==> src/rtl/joy_poll_pkg.sv <==
// Shared constants for the joy poll scheduler: register map of
// N64_controller_top, command codes, status bit positions and the FSM states.
package joy_poll_pkg;
  localparam logic [3:0] REG_CMD    = 4'h0;
  localparam logic [3:0] REG_STATUS = 4'h3;
  localparam logic [3:0] REG_CTRL   = 4'h4;
  localparam logic [3:0] REG_FIFO   = 4'h5;

  localparam logic [7:0] CMD_STATUS = 8'h00;
  localparam logic [7:0] CMD_POLL   = 8'h01;
  localparam logic [7:0] CMD_RESET  = 8'hFF;

  localparam int STAT_READY  = 0;
  localparam int STAT_NORESP = 1;

  typedef enum logic [2:0] {
    ST_IDLE, ST_SELECT, ST_WR_CMD, ST_WR_CTRL,
    ST_RD_STAT, ST_CHK_STAT, ST_RD_FIFO, ST_COMMIT
  } state_t;
endpackage

==> src/rtl/joy_poll_timer.sv <==
// 16-bit loadable down-counter with zero flag. Saturates at zero.
// Ports: clk, rst (async high), load/load_val reload, dec decrement, zero flag.
module joy_poll_timer #(
  parameter logic [15:0] RESET_VAL = 16'd0
) (
  input  logic        clk,
  input  logic        rst,
  input  logic        load,
  input  logic [15:0] load_val,
  input  logic        dec,
  output logic        zero
);
  logic [15:0] count_q;

  always_ff @(posedge clk or posedge rst) begin
    if (rst)                       count_q <= RESET_VAL;
    else if (load)                 count_q <= load_val;
    else if (dec && count_q != '0) count_q <= count_q - 16'd1;
  end

  assign zero = (count_q == '0);
endmodule

==> src/rtl/joy_poll_scheduler.sv <==
// Owns the register bus of N64_controller_top. Polls every enabled port with
// the button-read command once per round and latches button words / alive
// flags. Optional host path (macro JOY_POLL_HOST_EN) issues one-shot status
// or reset commands between rounds.
// Ports: clk/reset; port_en; bus (address, data_in_bus, write, ce,
// data_out_bus); buttons, alive, round_done; host_* when JOY_POLL_HOST_EN.
module joy_poll_scheduler
  import joy_poll_pkg::*;
#(
  parameter logic [15:0] POLL_INTERVAL = 16'd50000,
  parameter logic [15:0] TIMEOUT       = 16'd4095
) (
  input  logic         clk,
  input  logic         reset,
  input  logic [3:0]   port_en,
  output logic [3:0]   address,
  output logic [7:0]   data_in_bus,
  output logic         write,
  output logic         ce,
  input  logic [7:0]   data_out_bus,
  output logic [127:0] buttons,
  output logic [3:0]   alive,
  output logic         round_done
`ifdef JOY_POLL_HOST_EN
  ,
  input  logic         host_req,
  input  logic [7:0]   host_cmd,
  input  logic [1:0]   host_port,
  output logic         host_gnt,
  output logic         host_done,
  output logic [23:0]  host_resp,
  output logic         host_err
`endif
);
  state_t      state_q, state_d;
  logic        in_round_q, is_host_q, dead_q, phase_q;
  logic [3:0]  en_q;
  logic [1:0]  port_q, byte_idx_q, nxt_port, last_idx;
  logic [7:0]  cmd_q;
  logic [31:0] word_q;
  logic [3:0]  mask;
  logic        found, host_sel, int_zero, to_zero;
  logic        st_ready, st_noresp, retry;

  // Host only wins at a round boundary; inside a round it is invisible.
`ifdef JOY_POLL_HOST_EN
  assign host_sel = host_req && !in_round_q;
`else
  assign host_sel = 1'b0;
`endif

  // First SELECT of a round works from live port_en; later ones from the snapshot.
  assign mask = in_round_q ? en_q : port_en;
  always_comb begin
    found    = 1'b0;
    nxt_port = 2'd0;
    for (int i = 3; i >= 0; i--) begin
      if (mask[i] && (!in_round_q || i > int'(port_q))) begin
        found    = 1'b1;
        nxt_port = 2'(i);
      end
    end
  end

  assign st_ready  = data_out_bus[STAT_READY];
  assign st_noresp = data_out_bus[STAT_NORESP];
  assign retry     = (state_q == ST_CHK_STAT) && !st_ready && !st_noresp && !to_zero;
  assign last_idx  = (cmd_q == CMD_POLL) ? 2'd3 : 2'd2;

  joy_poll_timer #(.RESET_VAL(POLL_INTERVAL)) u_interval (
    .clk(clk), .rst(reset), .load(round_done), .load_val(POLL_INTERVAL),
    .dec(1'b1), .zero(int_zero)
  );

  joy_poll_timer #(.RESET_VAL(TIMEOUT)) u_timeout (
    .clk(clk), .rst(reset), .load(state_q == ST_WR_CTRL), .load_val(TIMEOUT),
    .dec(retry), .zero(to_zero)
  );

  always_ff @(posedge clk or posedge reset) begin
    if (reset) state_q <= ST_IDLE;
    else       state_q <= state_d;
  end

  always_comb begin
    state_d = state_q;
    unique case (state_q)
      ST_IDLE:     if (host_sel || int_zero) state_d = ST_SELECT;
      ST_SELECT:   state_d = (host_sel || found) ? ST_WR_CMD : ST_IDLE;
      ST_WR_CMD:   state_d = ST_WR_CTRL;
      ST_WR_CTRL:  state_d = ST_RD_STAT;
      ST_RD_STAT:  state_d = ST_CHK_STAT;
      ST_CHK_STAT: begin
        if (st_ready)               state_d = (cmd_q == CMD_RESET) ? ST_COMMIT : ST_RD_FIFO;
        else if (st_noresp || to_zero) state_d = ST_COMMIT;
        else                        state_d = ST_RD_STAT;
      end
      ST_RD_FIFO:  if (phase_q && byte_idx_q == last_idx) state_d = ST_COMMIT;
      ST_COMMIT:   state_d = is_host_q ? ST_IDLE : ST_SELECT;
      default:     state_d = ST_IDLE;
    endcase
  end

  // Bus is purely a function of state so an async reset idles it at once.
  always_comb begin
    ce          = 1'b0;
    write       = 1'b0;
    address     = '0;
    data_in_bus = '0;
    round_done  = (state_q == ST_SELECT) && !host_sel && !found;
    unique case (state_q)
      ST_WR_CMD:  begin ce = 1'b1; write = 1'b1; address = REG_CMD; data_in_bus = cmd_q; end
      ST_WR_CTRL: begin ce = 1'b1; write = 1'b1; address = REG_CTRL;
                        data_in_bus = {4'b0, 4'b0001 << port_q}; end
      ST_RD_STAT: begin ce = 1'b1; address = REG_STATUS; end
      ST_RD_FIFO: if (!phase_q) begin ce = 1'b1; address = REG_FIFO; end
      default: ;
    endcase
  end

  always_ff @(posedge clk or posedge reset) begin
    if (reset) begin
      in_round_q <= 1'b0; is_host_q <= 1'b0; dead_q <= 1'b0; phase_q <= 1'b0;
      en_q <= '0; port_q <= '0; byte_idx_q <= '0; cmd_q <= '0; word_q <= '0;
      buttons <= '0; alive <= '0;
    end else begin
      unique case (state_q)
        ST_SELECT: begin
          if (host_sel) begin
`ifdef JOY_POLL_HOST_EN
            is_host_q <= 1'b1;
            port_q    <= host_port;
            cmd_q     <= (host_cmd == CMD_RESET) ? CMD_RESET : CMD_STATUS;
`endif
          end else if (found) begin
            if (!in_round_q) en_q <= port_en;
            in_round_q <= 1'b1;
            is_host_q  <= 1'b0;
            port_q     <= nxt_port;
            cmd_q      <= CMD_POLL;
          end else begin
            in_round_q <= 1'b0;
          end
        end
        ST_WR_CMD: begin
          word_q <= '0; byte_idx_q <= '0; phase_q <= 1'b0; dead_q <= 1'b0;
        end
        ST_CHK_STAT:
          if (!st_ready && (st_noresp || to_zero)) dead_q <= 1'b1;
        ST_RD_FIFO: begin
          // phase 0 issues the read, phase 1 captures the returned byte
          phase_q <= !phase_q;
          if (phase_q) begin
            word_q[{byte_idx_q, 3'b000} +: 8] <= data_out_bus;
            byte_idx_q <= byte_idx_q + 2'd1;
          end
        end
        ST_COMMIT:
          if (!is_host_q) begin
            if (dead_q) alive[port_q] <= 1'b0;
            else begin
              buttons[{port_q, 5'b00000} +: 32] <= word_q;
              alive[port_q] <= 1'b1;
            end
          end
        default: ;
      endcase
    end
  end

`ifdef JOY_POLL_HOST_EN
  assign host_gnt = (state_q == ST_SELECT) && host_sel;

  always_ff @(posedge clk or posedge reset) begin
    if (reset) begin
      host_done <= 1'b0; host_resp <= '0; host_err <= 1'b0;
    end else begin
      host_done <= 1'b0;
      if (state_q == ST_COMMIT && is_host_q) begin
        host_done <= 1'b1;
        host_resp <= word_q[23:0];
        host_err  <= dead_q;
      end
    end
  end
`endif
endmodule

==> config.mk <==
export PLATFORM = sky130hd
export DESIGN_NAME = joy_poll_scheduler
export DESIGN_NICKNAME = d
export VERILOG_FILES = /design/src/rtl/joy_poll_pkg.sv /design/src/rtl/joy_poll_timer.sv /design/src/rtl/joy_poll_scheduler.sv
export SDC_FILE = /design/constraint.sdc
export NUM_CORES = 1
export LEC_CHECK = 0
export BUFFER_PORTS_ARGS = -buffer_cell sky130_fd_sc_hd__clkbuf_2
export CORE_ASPECT_RATIO = 1.25
export CORE_MARGIN = 2
export CORE_UTILIZATION = 59
export CTS_CLUSTER_DIAMETER = 150
export CTS_CLUSTER_SIZE = 8
export DETAILED_ROUTE_END_ITERATION = 16
export GPL_TIMING_DRIVEN = 0
export PLACE_DENSITY_LB_ADDON = 0.3
export SYNTH_ARGS = -nofsm -noshare
export SYNTH_HDL_FRONTEND = slang
export SYNTH_SLANG_ARGS = --single-unit
export TNS_END_PERCENT = 5
==> constraint.sdc <==
create_clock -name clk -period 18.9 [get_ports clk]
set_input_delay 4.725 -clock clk [delete_from_list [all_inputs] [get_ports clk]]
set_output_delay 4.725 -clock clk [all_outputs]
set_load 0.005 [all_outputs]
# [Word level (Yosys, flattened, before mapping)]
# Index checks and enable logic that the tools add are counted.
[word_totals] reg_bits=211 inputBits=14 elab_cells=121
[classes] add_sub_neg=5 magnitude_cmp=5 eq_ne=12 shifts=5 n_mux=39 n_bitwise=4 n_reduce_logical=38
[op_table] op="$bwmux W128" count=1
[op_table] op="$shift A32 B9 Y128 const A" count=1
[op_table] op="$shiftx A32 B9 Y128" count=1
[op_table] op="$mux W16" count=4
[op_table] op="$pmux W32 S2" count=1
[op_table] op="$bwmux W32" count=1
[op_table] op="$logic_not A16 Y1" count=2
[op_table] op="$mux W32" count=1
[op_table] op="$reduce_bool A16 Y1" count=2
[op_table] op="$shift A8 B7 Y32 const A" count=1
[op_table] op="$shiftx A8 B7 Y32" count=1
[op_table] op="$sub A16 B1 Y16 const B" count=2
[op_table] op="$pmux W3 S8" count=1
[op_table] op="$mux W2" count=8
[op_table] op="$eq A3 B3 Y1 const B" count=4
[op_table] op="$logic_and A1 B1 Y1" count=12
[op_table] op="$mux W1" count=10
[op_table] op="$reduce_and A2 Y1" count=5
[op_table] op="$mux W3" count=3
[op_table] op="$neg A7 Y9" count=1
[op_table] op="$pmux W3 S3" count=1
[op_table] op="$mux W4" count=2
[op_table] op="$pmux W4 S2" count=1
[op_table] op="$reduce_bool A2 Y1" count=4
[op_table] op="24 further kinds" count=38

# [Depth between registers and ports, before layout]
[depth] word_depth=10 mapped_depth=8 ltp_nobuf=7

# [By module]
# A second synthesis with hierarchy kept.
[unflattened] cells_unflattened=1066 hier_area_um2=9706.8
[modules_own_cells] module="joy_poll_scheduler" n_inst=1 cells_each=817 area_each_um2=7552.2 seq_area_each_um2=4454.3
[modules_own_cells] module="joy_poll_timer (u_timeout)" n_inst=1 cells_each=126 area_each_um2=1089.8 seq_area_each_um2=415.4
[modules_own_cells] module="joy_poll_timer (u_interval)" n_inst=1 cells_each=123 area_each_um2=1064.8 seq_area_each_um2=407.9

# [Worst setup path before layout]
# OpenSTA, ideal clock, no wires.
[synth_timing] path_type="input to output" start="input port_en[1]" end="output round_done" arrival_time_ns=5.502 required_time_ns=14.175 slack_ns=8.673 path_stages=5 n_path_buf=1 cell_sequence="nor3_1 > o21a_1 > nand2_1 > inv_1 > buf_2"
[synth_between] elab_chain_len=6
[synth_lines] item="start: declaration" line_no="joy_poll_scheduler.sv:15" text="input logic [3:0] port_en,"
[synth_lines] item="$mux W4"
[synth_lines] item="$logic_and A1 B1 Y1" line_no="joy_poll_scheduler.sv:58" text="if (mask[i] && (!in_round_q || i > int'(port_q))) begin"
[synth_lines] item="$mux W1 (2 in series)" line_no="joy_poll_scheduler.sv:58"
[synth_lines] item="$logic_not A1 Y1" line_no="joy_poll_scheduler.sv:110" text="round_done = (state_q == ST_SELECT) && !host_sel && !found;"
[synth_lines] item="$logic_and A1 B1 Y1" line_no="joy_poll_scheduler.sv:110"
[synth_lines] item="end: declaration" line_no="joy_poll_scheduler.sv:23" text="output logic round_done"
# Every way passes these cells.

# [Final worst setup path]
# Same ends and word-level chain as after synthesis.

==> results.json <==
{
  "layout_commonest_cell": "nand2_1",
  "die_h_um": 143,
  "crit_fanout": 10,
  "cts.clk_slew.worst_paths_ps": 50,
  "status": "finished, final reports clean",
  "seq_area_frac_synth_pct": 57.5,
  "dr.pass1.iters": 5,
  "path_class": "in2out",
  "synth_area_per_cell_um2": 9.43,
  "cts_tree": "done",
  "critPathCaptureType": "output port",
  "power_leakage_nw": 5.04,
  "setup_tns_ps": 0,
  "slew_violations": 0,
  "grt_max_degree": 133,
  "synthCells": 974,
  "drive_gt1_share_pct": 18.9,
  "ys_async_sr_fraction_pct": 100,
  "vias": 8041,
  "core-area_um2": 15400,
  "synth_seq_cells": 210,
  "drc": 0,
  "path_cells": "clkbuf_2, nor3_1, o21a_1, nand2_1, inv_1, buf_2, clkbuf_2",
  "antenna_found_initial": 0,
  "fin_crit_sh_pct": 57.0,
  "worst_skew_pair.late_latency_ps": 530,
  "fin_area_um2": 11100,
  "hold_viol_final": 0,
  "antenna_cells": 0,
  "dieArea_um2": 16600,
  "overflow": 0,
  "syn_to_final_growth_pct": 21.4,
  "start_util_pct": 59.7,
  "p_per_area_nw_per_um2": 121,
  "antenna_left": 0,
  "drtIter0Drc": 643,
  "hold_ws_ps": 475,
  "gp_congestion": 0.922,
  "multi_input_area_um2": 3610,
  "fmax_mhz": 92.8,
  "max_cap_viol_count": 0,
  "nFillCells": 1146,
  "timing.final.ws_setup_ps": 8130,
  "drt_wl_total_um": 24500,
  "dp_hpwl_um": 16600,
  "crit_path_frequent_cell": "clkbuf_2",
  "syn_area_um2": 9180,
  "wl_per_cell_um": 17.5,
  "synth_flop_cell": "dfrtp_1",
  "synth-edff-count": 0,
  "rows": 51,
  "setup_violations": 0,
  "port_buffers": 154,
  "fin_skew_ps": 13.8,
  "htreeDepth": 1,
  "tightest_slew_ps": 1200,
  "rsz0062_at_grt": "false",
  "grt_usage_pct": 29.6,
  "slowest_delay_ps": 300,
  "seqCellArea_um2": 5280,
  "path_delay_family": "buffers and inverters",
  "die_x_um": 116,
  "final_nets": 1193,
  "arrival_ps": 6050,
  "stdcell_count": 1401,
  "slew_headroom_pct": 19.7,
  "yosysUniqueCellTypes": 56,
  "postCtsSetupRepairBufs": 0,
  "place_area_um2": 10300,
  "period_needed_ps": 10770,
  "dp.cells": 1345,
  "startpoint_type": "input pin",
  "yosys_warnings": 0,
  "ctsResizeCount": 0,
  "required_ps": 14180,
  "grt_pass1_vias": 7713,
  "cts_buffers": 30,
  "cts_hold_buf": 0,
  "cts_root_buf": "clkbuf_16",
  "pre_cts_ws_ps": 8180,
  "crit_path_top_delay_cell": "nor3_1",
  "path_buf_inv": 4,
  "drt-vias-per-instance": 5.74,
  "cts_sinks": 210,
  "layout_common_cells": "nand2_1 (293), dfrtp_1 (192), o21ai_0 (155)",
  "num_io_pins": 161,
  "grt_pass1_wl_um": 38900,
  "vdd.ir_drop.worst_mv": 0.0928,
  "cts_buffer_depth": 3,
  "min-delay-path-class": "reg2reg"
}
==> logic make-up after synthesis <==
kind of cell | Yosys count | share of synthesized area, %
AND/OR/NAND/NOR | 420 | 20.5
AO/OA/AOI/OAI | 247 | 16.0
flip-flops | 210 | 57.5
buffers and inverters | 75 | 3.39
adder cells (fa/ha/maj) | 14 | 1.91
multiplexers | 6 | 0.654
other | 1 | 0.0408
XOR/XNOR | 1 | 0.0954
==> through the flow <==
step	utilization [%]	total power [mW]
after floorplan	-	0.749
after global placement	66.5	0.845
after detailed placement	66.8	0.855
after CTS	72.5	1.34
after global routing	72.5	1.41
final	72.5	1.35
==> metal layers <==
| layer | wire length, µm | part of all wire [%] | global-route usage, % |
|---|---|---|---|
| met5 | 0 | 0 | 0 |
| met4 | 958 | 3.9 | 12.6 |
| met3 | 1470 | 6.0 | 3.80 |
| met2 | 12300 | 50 | 50.4 |
| met1 | 9750 | 40 | 38.0 |
==> where the power goes <==
group          internal, mW  switching, mW  total (mW)  leakage (nW)
clock network         0.304          0.184       0.488         0.414
registers             0.500         0.0572       0.557          2.83
logic                0.0994          0.202       0.302          1.80
==> synthesized netlist by cell type, types with 4 or more instances <==
library cell  instances  share of area (%)
nand2_1             293                 12
dfrtp_1             192                 52
o21ai_0             155                8.4
clkbuf_1             50                2.0
a22o_1               35                3.3
a21oi_1              19                1.0
dfstp_2              18                5.2
nand3_1              17               0.93
inv_1                15               0.61
nor2_1               15               0.61
o31ai_1              15                1.2
or4_1                15                1.2
ha_1                 14                1.9
nor3_1               14               0.76
or3_1                10               0.68
nand2b_1              9               0.61
nor4_1                8               0.55
and2_1                7               0.48
mux2i_1               6               0.65
nor2b_1               6               0.41
buf_4                 5               0.41
nor3b_1               5               0.41
or2_2                 4               0.27
==> sequential cells by signal, indices dropped and copies added, names as in the netlist, named ones only <==
| name | count |
|---|---|
| buttons | 128 |
| word_q | 32 |
| u_interval.count_q | 16 |
| u_timeout.count_q | 16 |
| en_q | 3 |
| state_q | 3 |
| byte_idx_q | 2 |
| port_q | 2 |
| cmd_q | 1 |
| dead_q | 1 |
| in_round_q | 1 |
| phase_q | 1 |
==> area by class of cell <==
cell class | instances | area share, %
plain buffers | 59 | 2.26
clock inverters | 1 | 0.0786
well taps | 212 | 2.38
inverters | 16 | 0.606
clock buffers | 55 | 7.77
flip-flops and latches | 210 | 47.3
repair buffers | 155 | 7.16
multi-input cells | 693 | 32.4
==> tightest hold or removal path, delay by kind of cell, from the launching register on <==
family / cells / cell delay (ps)
DFF: 1 / 340
AOI/OAI and AO/OA: 1 / 60
and+or+nand+nor: 1 / 50
==> final timing paths <==
path | from | to | slack, ps | cells after the start
worst max-delay path | port_en[1] | round_done | 8130 | 7
max in group asynchronous | reset | u_interval.count_q[5]$_DFFE_PP0P_ | 13590 | 3
worst min-delay path | buttons[17]$_DFFE_PP0P_ | buttons[17]$_DFFE_PP0P_ | 470 | 2
min in group asynchronous | reset | buttons[34]$_DFFE_PP0P_ | 4260 | 2
worst min register to register | buttons[17]$_DFFE_PP0P_ | buttons[17]$_DFFE_PP0P_ | 470 | 2
worst max register to register | port_q[0]$_DFFE_PP0P_ | buttons[4]$_DFFE_PP0P_ | 16070 | 6
Note: power is estimated with default switching activity, not from simulation.
